`config.mk`:
```
export PLATFORM = sky130hd
export DESIGN_NAME = wb_port_scheduler
export DESIGN_NICKNAME = d
export VERILOG_FILES = /design/src/rtl/wb_port_scheduler.sv
export SDC_FILE = /design/constraint.sdc
export NUM_CORES = 1
export LEC_CHECK = 0
export ABC_CLOCK_PERIOD_IN_PS = 3200
export CAP_MARGIN = 20
export CELL_PAD_IN_SITES_DETAIL_PLACEMENT = 0
export CELL_PAD_IN_SITES_GLOBAL_PLACEMENT = 1
export CORE_MARGIN = 2
export CORE_UTILIZATION = 39
export DETAILED_ROUTE_END_ITERATION = 7
export GPL_ROUTABILITY_DRIVEN = 0
export PLACE_DENSITY_LB_ADDON = 0.1
export SYNTH_ARGS = -nofsm -noshare
export SYNTH_HDL_FRONTEND = slang
export SYNTH_SLANG_ARGS = --single-unit
```
`constraint.sdc`:
```
create_clock -name clk -period 3.2 [get_ports clk]
set_input_delay 0.8 -clock clk [delete_from_list [all_inputs] [get_ports clk]]
set_output_delay 0.8 -clock clk [all_outputs]
set_load 0.01 [all_outputs]
```
`src/rtl/wb_port_scheduler.sv`:
```
// Write-back port scheduler: one pending write buffered per source, granted
// round-robin onto the single register-file write port, one write per cycle.
module wb_port_scheduler #(
  parameter int DATA_W = 32
) (
  input  logic              clk,
  input  logic              rst_n,
  input  logic [2:0]        req_valid,
  output logic [2:0]        req_ready,
  input  logic [4:0]        req_addr0,
  input  logic [4:0]        req_addr1,
  input  logic [4:0]        req_addr2,
  input  logic [DATA_W-1:0] req_data0,
  input  logic [DATA_W-1:0] req_data1,
  input  logic [DATA_W-1:0] req_data2,
  output logic [1:0]        sel,
  output logic              rf_we,
  output logic [4:0]        rf_waddr,
  output logic [DATA_W-1:0] rf_wdata,
  output logic [2:0]        pending
);

  logic [2:0]        pend_r;
  logic [4:0]        addr_r [3];
  logic [DATA_W-1:0] data_r [3];
  logic [1:0]        rr_r;

  logic [4:0]        in_addr_s [3];
  logic [DATA_W-1:0] in_data_s [3];
  logic [2:0]        rot_s;
  logic [2:0]        pick_s;
  logic [2:0]        grant_s;
  logic [1:0]        gidx_s;
  logic [1:0]        rr_next_s;
  logic [2:0]        accept_s;
  logic [4:0]        gaddr_s;
  logic [DATA_W-1:0] gdata_s;

  assign in_addr_s[0] = req_addr0;
  assign in_addr_s[1] = req_addr1;
  assign in_addr_s[2] = req_addr2;
  assign in_data_s[0] = req_data0;
  assign in_data_s[1] = req_data1;
  assign in_data_s[2] = req_data2;

  assign req_ready = ~pend_r | grant_s;
  assign pending   = pend_r;

  // Rotate pend so the rr source is bit 0, pick the lowest set bit, rotate back.
  always_comb begin
    rot_s   = pend_r;
    pick_s  = 3'b000;
    grant_s = 3'b000;
    case (rr_r)
      2'd1:    rot_s = {pend_r[0], pend_r[2], pend_r[1]};
      2'd2:    rot_s = {pend_r[1], pend_r[0], pend_r[2]};
      default: rot_s = pend_r;
    endcase
    if (rot_s[0]) begin
      pick_s = 3'b001;
    end else if (rot_s[1]) begin
      pick_s = 3'b010;
    end else if (rot_s[2]) begin
      pick_s = 3'b100;
    end else begin
      pick_s = 3'b000;
    end
    case (rr_r)
      2'd1:    grant_s = {pick_s[1], pick_s[0], pick_s[2]};
      2'd2:    grant_s = {pick_s[0], pick_s[2], pick_s[1]};
      default: grant_s = pick_s;
    endcase
  end

  // Granted index, its buffered entry, and the pointer value that follows it.
  always_comb begin
    gidx_s    = 2'd0;
    rr_next_s = 2'd1;
    gaddr_s   = addr_r[0];
    gdata_s   = data_r[0];
    case (grant_s)
      3'b010: begin
        gidx_s    = 2'd1;
        rr_next_s = 2'd2;
        gaddr_s   = addr_r[1];
        gdata_s   = data_r[1];
      end
      3'b100: begin
        gidx_s    = 2'd2;
        rr_next_s = 2'd0;
        gaddr_s   = addr_r[2];
        gdata_s   = data_r[2];
      end
      default: begin
        gidx_s    = 2'd0;
        rr_next_s = 2'd1;
        gaddr_s   = addr_r[0];
        gdata_s   = data_r[0];
      end
    endcase
  end

  // Address-0 transfers complete the handshake but never occupy a buffer.
  always_comb begin
    accept_s = 3'b000;
    for (int i = 0; i < 3; i++) begin
      accept_s[i] = req_valid[i] & req_ready[i] & (in_addr_s[i] != 5'd0);
    end
  end

  // Pending buffers and round-robin pointer; a same-cycle accept wins over grant clear.
  always_ff @(posedge clk or negedge rst_n) begin
    if (!rst_n) begin
      pend_r <= 3'b000;
      rr_r   <= 2'd0;
      for (int i = 0; i < 3; i++) begin
        addr_r[i] <= 5'd0;
        data_r[i] <= '0;
      end
    end else begin
      for (int i = 0; i < 3; i++) begin
        if (accept_s[i]) begin
          pend_r[i] <= 1'b1;
          addr_r[i] <= in_addr_s[i];
          data_r[i] <= in_data_s[i];
        end else if (grant_s[i]) begin
          pend_r[i] <= 1'b0;
        end
      end
      if (|grant_s) begin
        rr_r <= rr_next_s;
      end
    end
  end

  // Registered write port; sel/addr/data only move together with a new write.
  always_ff @(posedge clk or negedge rst_n) begin
    if (!rst_n) begin
      rf_we    <= 1'b0;
      sel      <= 2'd0;
      rf_waddr <= 5'd0;
      rf_wdata <= '0;
    end else if (|grant_s) begin
      rf_we    <= 1'b1;
      sel      <= gidx_s;
      rf_waddr <= gaddr_s;
      rf_wdata <= gdata_s;
    end else begin
      rf_we <= 1'b0;
    end
  end

endmodule
```
==> metrics.txt <==
run status=completed; crit path DAT=2300 ps; GRT overflow=0; sequential cell area fraction in the yosys report=0.5892; share of the synthesized area in the top cell type=0.5892; register area=3879 um2; EDFF count, synth=0; Die Wd=133.9 um; final hold vios=0; Root Driver=clkbuf_16; proportion of layout cells with a drive suffix above 1=0.2330; top cells by count, synth=dfrtp_1, mux2_2, nor2_1, a21oi_1, o21ai_0; Core Area=16,520 um2; total number of yosys warnings=0; final wirelength=17.24 mm; antenna cells=0; CP Data Required Time=2400 ps; Reg2Reg Setup Slack=630 ps; first-pass GRT wire length=27.26 mm; Final Critical Period=3104 ps; std cell rows=47; H-tree depth=4; insertion delay of the later-clocked pin in the worst-skew pair=420 ps; Synth cell types=39; crit path kind=reg -> out; CTS sink cnt=155; CTS buffer count=17; post-route cell area=9141 um2; starting density of the core=0.3983; area grow syn2layout=38.87%; crit end category=output port; vias=4,657; CP endpoint=req_ready[1]; Tcrit/Tclk final=0.9699; Syn Nets=627; Worst Skew=12.68 ps; Syn Inst Count=509; drt wl/cell=19.20 um; f_max=0.3222 GHz; vias per inst=5.186; All-Layer GR Usage=0.1992; Seq cells post-synth=155; power per cell area=1192 nW/um2; Setup Viol. Count Final=0; area of the multi-input gates=2567 um2; top post-synthesis cells by area=dfrtp_1, mux2_2, mux2_4; Critical Path Source Type=flop; Slew @ Worst Pin=768.8 ps; Pins Over Slew Limit=0; leading cell type by number of instances after synthesis=dfrtp_1; clock buffer depth=2; Avg Cell Area, Syn=12.93 um2; DP Worst Slack=275.5 ps; die area=17,930 um2; vias in the first global route=4,864; Detail Placement HPWL=11.41 mm; Synth async-reset ratio=1.000; Setup Total Neg Slack=0 ps; Die H=133.9 um; reg2reg path depth=8; hold crit path type=in -> async; Clock transition at path regs=60 ps; max_cap viols=0; initial antenna violation count=0; CTS tree=yes; reg2reg start=sel[0]; number of nets with antenna violations after routing=0; Fill cells=1,393; area leader, netlist=dfrtp_1; Mapped Area=6583 um2; hold_ws=334.0 ps; Critical path origin=rr_r[0]; I/O pin cnt=162; Rel. slew slack=0.4862; NumNets Final=784; PnR worst setup slack=96.26 ps; Port-buffer cells=161; largest net degree at the start of global routing=67; worst r2r dst=rf_wdata[26]; CP max FO=7; Post-DP Area=8492 um2; Top FF cell, synth=dfrtp_1; first-pass iteration count of the detailed router=6; Lkg Pwr=3.796 nW; Tot Pwr=10.90 mW; iteration-0 DRC count of the detailed router=223; # DRC=0; maximum vdd drop=0.0006445 V
==> cell usage in the layout, fill, tap and decap left out, types with 4 or more instances in the layout <==
| master | n |
|---|---|
| nor2_1 | 44 |
| inv_1 | 5 |
| o21ai_0 | 38 |
| clkdlybuf4s50_1 | 159 |
| a22oi_1 | 37 |
| nor2b_1 | 4 |
| nand2_1 | 4 |
| buf_12 | 5 |
| clkbuf_16 | 17 |
| buf_4 | 9 |
| mux2_4 | 30 |
| mux2_1 | 4 |
| a21oi_1 | 42 |
| clkinv_2 | 4 |
| dfrtp_1 | 155 |
| bufinv_16 | 4 |
| mux2_2 | 74 |
==> layer usage <==
metal / GRT usage / share of wire
met1: 0.2735 / 0.46
met2: 0.3097 / 0.48
met3: 0.05896 / 0.059
met4: 0.05319 / 0.0085
met5: 0 / 0
==> how the worst min path moves through the flow <==
| stage | depth (start not counted) | to | startpoint |
|---|---|---|---|
| final | 1 | sel[1] | rst_n |
| after global routing | 1 | rr_r[0] | rst_n |
| after CTS | 1 | sel[1] | rst_n |
| after detailed placement | 1 | data_r[34] | data_r[34] |
| after global placement | 1 | sel[1] | sel[1] |
| after floorplan | 1 | data_r[34] | data_r[34] |
==> state kept, by name, indices dropped and copies added, names as in the netlist <==
register	cells
rf_waddr	5
rr_r	1
pending	3
data_r	96
rf_wdata	32
rf_we	1
sel	2
addr_r	15
==> timing repair <==
| item | CTS | global route |
|---|---|---|
| hold buffers | 0 | 0 |
| setup endpoints to repair | 3 | 2 |
| setup buffers | 1 | 0 |
| gates resized for setup | 3 | 2 |
| gates cloned | 0 | 0 |
==> area by class of cell <==
type | instances | area share
sequential | 155 | 0.4243
multi-input combinational | 312 | 0.2809
timing repair buffer | 175 | 0.1950
clock buffer | 23 | 0.05229
tap | 220 | 0.03011
clock inverter | 8 | 0.01533
inverter | 5 | 0.002053
==> through the flow <==
| stage | std cells | util |
|---|---|---|
| 6_report | 898 | 0.5532 |
| 5_1_grt | 898 | 0.5532 |
| 4_1_cts | 898 | 0.5528 |
| 3_5_place_dp | 866 | 0.5139 |
| 3_3_place_gp | 866 | 0.5139 |
| 2_1_floorplan | 509 | - |
==> critical path, stage by stage, from the launching register on <==
cell and delay, ps:
dfrtp_1 410, inv_1 90, ha_1 290, nor2b_1 210, o21ai_1 100, o211ai_1 180, clkdlybuf4s50_1 620
==> cells by family (layout without fill, tap and decap cells) <==
| group | count (synthesis) | after routing | share of synthesized area |
|---|---|---|---|
| simple gates | 64 | 64 | 0.04372 |
| mux | 109 | 109 | 0.2034 |
| fa+ha+maj | 2 | 2 | 0.003801 |
| compound gates | 137 | 137 | 0.1266 |
| flops | 155 | 155 | 0.5892 |
| buf+inv | 42 | 211 | 0.03326 |
==> power by group <==
part	total [mW]	leakage (nW)	internal [mW]	switching, mW
clock	2.12	0.307	1.36	0.757
sequential	3.62	1.80	3.03	0.596
combinational	5.16	1.69	2.60	2.56
Power figures use the tool's default switching activity.
